<file path="config.mk">
export PLATFORM = sky130hd
export DESIGN_NAME = jk_bank_driver
export DESIGN_NICKNAME = d
export VERILOG_FILES = /design/src/rtl/jk_bank_driver_pkg.sv /design/src/rtl/jk_excite.sv /design/src/rtl/jk_bank_driver.sv
export SDC_FILE = /design/constraint.sdc
export NUM_CORES = 1
export LEC_CHECK = 0
export ABC_AREA = 1
export CORE_MARGIN = 4
export CORE_UTILIZATION = 41
export CTS_BUF_LIST = sky130_fd_sc_hd__clkbuf_16
export DETAILED_ROUTE_END_ITERATION = 6
export GPL_TIMING_DRIVEN = 0
export PLACE_DENSITY = 0.75
export SYNTH_ARGS = -nofsm -noshare
export SYNTH_HDL_FRONTEND = slang
export SYNTH_SLANG_ARGS = --single-unit
</file>
<file path="constraint.sdc">
create_clock -name clk -period 1.3 [get_ports clk]
set_clock_uncertainty 0.05 [all_clocks]
set_input_delay 0.13 -clock clk [delete_from_list [all_inputs] [get_ports clk]]
set_output_delay 0.13 -clock clk [all_outputs]
set_load 0.02 [all_outputs]
</file>
<file path="src/rtl/jk_bank_driver_pkg.sv">
// jk_bank_driver_pkg
//   Shared types for the JK latch-bank driver: FSM state encoding and the
//   per-bit J/K excitation codes, plus a helper that picks the code for one
//   bit transition.
//   Build option: JK_BANK_DRIVER_TOGGLE_EN (consumed by jk_excite).
package jk_bank_driver_pkg;

  typedef enum logic [1:0] {
    IDLE,
    DRIVE,
    SETTLE,
    CHECK
  } jkd_state_e;

  // Code value is {j, k}.
  typedef enum logic [1:0] {
    JK_HOLD   = 2'b00,
    JK_RESET  = 2'b01,
    JK_SET    = 2'b10,
    JK_TOGGLE = 2'b11
  } jk_code_e;

  function automatic jk_code_e jk_code(input logic cur, input logic tgt,
                                       input logic toggle_mode);
    if (cur == tgt) return JK_HOLD;
    if (toggle_mode) return JK_TOGGLE;
    return tgt ? JK_SET : JK_RESET;
  endfunction

endpackage

</file>
<file path="src/rtl/jk_excite.sv">
// jk_excite
//   Combinational J/K excitation for a bank of JK latches, moving each bit
//   from cur to tgt. Unchanged bits hold (j=k=0).
//   Build option: JK_BANK_DRIVER_TOGGLE_EN selects toggle encoding (j=k=1)
//   for changed bits; otherwise set/reset encoding (j&k never both 1).
// Ports:
//   cur [WIDTH] : present bank contents
//   tgt [WIDTH] : requested bank contents
//   j   [WIDTH] : J inputs
//   k   [WIDTH] : K inputs
module jk_excite
  import jk_bank_driver_pkg::*;
#(
  parameter int unsigned WIDTH = 8
) (
  input  logic [WIDTH-1:0] cur,
  input  logic [WIDTH-1:0] tgt,
  output logic [WIDTH-1:0] j,
  output logic [WIDTH-1:0] k
);

`ifdef JK_BANK_DRIVER_TOGGLE_EN
  localparam logic TOGGLE_MODE = 1'b1;
`else
  localparam logic TOGGLE_MODE = 1'b0;
`endif

  always_comb begin
    j = '0;
    k = '0;
    for (int unsigned i = 0; i < WIDTH; i++) begin
      logic [1:0] code;
      code = jk_code(cur[i], tgt[i], TOGGLE_MODE);
      j[i] = code[1];
      k[i] = code[0];
    end
  end

endmodule

</file>
<file path="src/rtl/jk_bank_driver.sv">
// jk_bank_driver
//   Drives an external bank of JK latches to a requested value: accepts a
//   target word, pulses en for one cycle with the J/K excitation, waits
//   SETTLE_CYCLES, then reads back q_fb, reports done (and err on mismatch)
//   and adopts the readback as its shadow copy cur_q. A target equal to
//   cur_q skips the drive and goes straight to the readback check.
//   Build option: JK_BANK_DRIVER_TOGGLE_EN (see jk_excite).
// Ports:
//   clk, rst_n          : clock, synchronous active-low reset
//   tgt_valid/tgt_ready : target handshake (ready only in IDLE)
//   tgt_data [WIDTH]    : requested bank value
//   j, k [WIDTH], en    : latch-bank drive, nonzero only in DRIVE
//   q_fb [WIDTH]        : bank readback
//   cur_q [WIDTH]       : shadow of bank contents
//   done, err           : one-cycle completion / readback-mismatch pulses
module jk_bank_driver
  import jk_bank_driver_pkg::*;
#(
  parameter int unsigned WIDTH         = 8,
  parameter int unsigned SETTLE_CYCLES = 2
) (
  input  logic             clk,
  input  logic             rst_n,
  input  logic             tgt_valid,
  output logic             tgt_ready,
  input  logic [WIDTH-1:0] tgt_data,
  output logic [WIDTH-1:0] j,
  output logic [WIDTH-1:0] k,
  output logic             en,
  input  logic [WIDTH-1:0] q_fb,
  output logic [WIDTH-1:0] cur_q,
  output logic             done,
  output logic             err
);

  localparam int unsigned CW = (SETTLE_CYCLES > 0) ? $clog2(SETTLE_CYCLES + 1) : 1;
  localparam logic [CW-1:0] CNT_LOAD = (SETTLE_CYCLES > 0) ? CW'(SETTLE_CYCLES - 1) : '0;

  jkd_state_e       state_q,   state_d;
  logic [WIDTH-1:0] tgt_reg_q, tgt_reg_d;
  logic [WIDTH-1:0] shadow_q,  shadow_d;
  logic [CW-1:0]    cnt_q,     cnt_d;
  logic [WIDTH-1:0] j_q,       j_d;
  logic [WIDTH-1:0] k_q,       k_d;
  logic             en_q,      en_d;
  logic [WIDTH-1:0] exc_j,     exc_k;

  // Excitation is evaluated against the incoming word so that j/k/en can be
  // registered at the handshake edge and appear during the DRIVE cycle.
  jk_excite #(.WIDTH(WIDTH)) u_excite (
    .cur (shadow_q),
    .tgt (tgt_data),
    .j   (exc_j),
    .k   (exc_k)
  );

  always_comb begin
    state_d   = state_q;
    tgt_reg_d = tgt_reg_q;
    shadow_d  = shadow_q;
    cnt_d     = cnt_q;
    j_d       = '0;
    k_d       = '0;
    en_d      = 1'b0;
    unique case (state_q)
      IDLE: begin
        if (tgt_valid) begin
          tgt_reg_d = tgt_data;
          if (tgt_data == shadow_q) begin
            state_d = CHECK;
          end else begin
            state_d = DRIVE;
            en_d    = 1'b1;
            j_d     = exc_j;
            k_d     = exc_k;
          end
        end
      end
      DRIVE: begin
        if (SETTLE_CYCLES == 0) begin
          state_d = CHECK;
        end else begin
          state_d = SETTLE;
          cnt_d   = CNT_LOAD;
        end
      end
      SETTLE: begin
        if (cnt_q == '0) state_d = CHECK;
        else             cnt_d   = cnt_q - CW'(1);
      end
      CHECK: begin
        shadow_d = q_fb;
        state_d  = IDLE;
      end
      default: state_d = IDLE;
    endcase
  end

  always_ff @(posedge clk) begin
    if (!rst_n) begin
      state_q   <= IDLE;
      tgt_reg_q <= '0;
      shadow_q  <= '0;
      cnt_q     <= '0;
      j_q       <= '0;
      k_q       <= '0;
      en_q      <= 1'b0;
    end else begin
      state_q   <= state_d;
      tgt_reg_q <= tgt_reg_d;
      shadow_q  <= shadow_d;
      cnt_q     <= cnt_d;
      j_q       <= j_d;
      k_q       <= k_d;
      en_q      <= en_d;
    end
  end

  // done/err decode the registered state; err must see q_fb during CHECK
  // because the bank only updates at the edge closing the DRIVE cycle.
  assign tgt_ready = (state_q == IDLE);
  assign done      = (state_q == CHECK);
  assign err       = done && (q_fb != tgt_reg_q);
  assign j         = j_q;
  assign k         = k_q;
  assign en        = en_q;
  assign cur_q     = shadow_q;

endmodule

</file>
==> results.tsv <==
stage	metric	value	unit
run_status	status	finished, violations left	
run_status	violations	setup timing	
grt	grt.busiest_layer	met2	
grt	grtUsageTotal	18.3	%
synth	ys_seq_area_share	49.6	%
pwr	p_leak	1.30	nW
floorplanning	die_w	68.4	µm
sta	fin_crit	1.42	ns
floorplanning	die_h	68.4	µm
clock_network	clockBufferDepth	2	
synth	syn_area	1490	µm²
synth	async_flop_share	0	%
sta	tightestPinTransition	0.487	ns
synth	yosysWarnings	0	
sta	rsz0062_at_grt	yes	
pwr	power_density	1860	nW/µm²
setup_path	cp_slowest_cell	clkdlybuf4s50_1	
sta	finalCritPeriodShare	109	%
placed_design	dp_hpwl	2460	µm
detailed_routing	routed_via_density	4.89	
sta	fmax	0.704	GHz
synth	ys_ff_latch	37	
detailed_routing	ant_nets	0	
clock_network	clock_latency	0.28	ns
setup_path	worstPathMaxFanout	2	
synth	synth_area_per_cell	7.90	µm²
synth	synth_nets	214	
synth	syn_inst	189	
setup_path	r2r_slack	-0.07	ns
sta	finalSetupViolations	24	
floorplanning	dieArea	4670	µm²
floorplanning	io_pins	47	
grt	grtUsageMet3	6.24	%
placed_design	io_buffers	45	
setup_path	cp_cell_sequence	clkdlybuf4s50_1 > xnor2_1 > nand4_1 > nor2_2 > nor2_4 > buf_6	
detailed_routing	wl_per_cell	14.6	µm
clock_network	numClockSinks	37	
synth	synthDistinctLibCells	20	
floorplanning	core	3420	µm²
grt	grt_use_met1	21.2	%
clock_network	cts-root-buf	clkbuf_16	
setup_path	critPathBufInv	2	
detailed_routing	vias	1487	
clock_network	cts_made_buffers	5	
grt	antenna_found_initial	0	
synth	synth_edf_count	0	
setup_path	worst_setup_path_end_kind	output pin	
clock_network	cts_tree	yes	
detailed_routing	drc	0	
finish	layout_commonest_cell	dlygate4sd2_1	
finish	drive_gt1_share	45.3	%
run	max_cap_violations	0	
setup_path	crit_path_max_incr_delay	0.50	ns
sta	relSlewSlack	67.5	%
min_path	hold_class	primary input to flop	
sta	fin_ws	-0.121	ns
grt	grt_pass1_vias	1316	
floorplanning	initial_core_util	43.7	%
setup_path	crit_family	buffers and inverters	
detailed_routing	drtPass1Iterations	4	
placed_design	place_congestion	0.797	
setup_path	cp.required	1.12	ns
finish	nets	282	
sta	whs	0.105	ns
detailed_routing	drtIter0Drc	82	
floorplanning	rows	21	
setup_path	critPathKind	primary input to output pin	
clock_network	clk_pin_slew	0.06	ns
setup_path	start_kind	primary input	
sta	hold_viol	0	
grt	grt_pass1_wl	6070	µm
setup_path	arrival	1.24	ns
grt	grt-ovfl-total	0	
clock_network	h-tree-depth	2	
finish	syn2layout_area_growth	78.0	%
pwr	peakVddDrop	1.53	mV
grt	use_met2	29.2	%
finish	antennaDiodeCount	0	
finish	mostFrequentLayoutCells	dlygate4sd2_1 (28), dfxtp_1 (19), nand2_1 (16), dfxtp_2 (16)	
sta	finalMaxSlewViolations	0	
synth	synthFlopType	dfxtp_1	
detailed_routing	finalWirelength	4440	µm
grt	grt_max_degree	12	
finish	utilization	77.8	%
report_power, final:
part | switching [W] | internal [W]
registers | 0.000209 | 0.00140
clock network | 0.000454 | 0.000891
logic | 0.00105 | 0.000950
total | 0.00172 | 0.00324
Yosys cell counts, types with 2 or more instances:
master	number	area share [%]
o21ai_0	19	6.4
ha_1	6	5.0
a21oi_1	20	6.7
nand2_1	29	7.3
nor2_1	21	5.3
xnor2_1	9	5.3
nand4_1	3	1.3
nand3_1	2	0.67
dfxtp_1	37	50
clkbuf_1	2	0.50
inv_1	32	8.0
worst paths after layout:
path | cells after the start | start | to
hold / removal | 3 | tgt_data[7] | tgt_reg_q[7]
setup / recovery | 6 | q_fb[1] | err
hold reg to reg | 2 | cur_q[3] | cur_q[3]
setup reg to reg | 7 | state_q[0] | cnt_q[0]
repair_timing:
item,in CTS,in global routing
setup endpoints to repair,57,32
pin swaps,10,27
resized for setup,78,99
gates cloned,1,1
hold buffers,0,0
buffers inserted,11,4
registers in the layout, indices dropped and copies added, names as in the netlist:
register / cells
j: 8
cnt_q: 2
k: 8
state_q: 2
cur_q: 8
tgt_reg_q: 8
en: 1
logic make-up (layout without fill, tap and decap cells):
logic type,count (synthesis),in the layout,synth area share (%)
fa+ha+maj,6,6,5.02
flops,37,37,49.6
xor+xnor,10,10,5.86
compound gates,39,39,13.1
buf+inv,37,106,9.97
simple gates,60,60,16.5
area by class of cell:
cell class / instances / area (µm²)
multi-input combinational: 115 / 868
sequential: 37 / 768
fill: 211 / 757
timing repair buffer: 62 / 628
inverter: 32 / 135
clock buffer: 5 / 125
tap: 46 / 57.6
buffer: 4 / 38.8
clock inverter: 3 / 37.5
through the flow:
stage	cell area, µm²	setup WS [ns]	TNS (ns)	cells	total power [W]
2_1_floorplan	1520	-0.0287	-0.0705	189	0.00235
3_5_place_dp	2030	-0.576	-8.04	280	0.00283
3_3_place_gp	2030	-0.574	-7.85	280	0.00280
5_1_grt	2660	-0.157	-2.30	304	0.00521
4_1_cts	2350	-0.146	-0.366	300	0.00446
6_report	2660	-0.121	-0.725	304	0.00495
worst min-delay path: stages:
cell and delay (ns):
dlymetal6s2s_1 0.14, inv_2 0.08, a21oi_2 0.05
metal layers:
| metal | vias to the layer above | wire (µm) |
|---|---|---|
| li1 | 722 | - |
| met1 | 709 | 1820 |
| met2 | 46 | 2200 |
| met3 | 10 | 322 |
| met4 | 0 | 98 |
| met5 | - | 0 |
No activity file was read; power rests on OpenSTA's default activity.
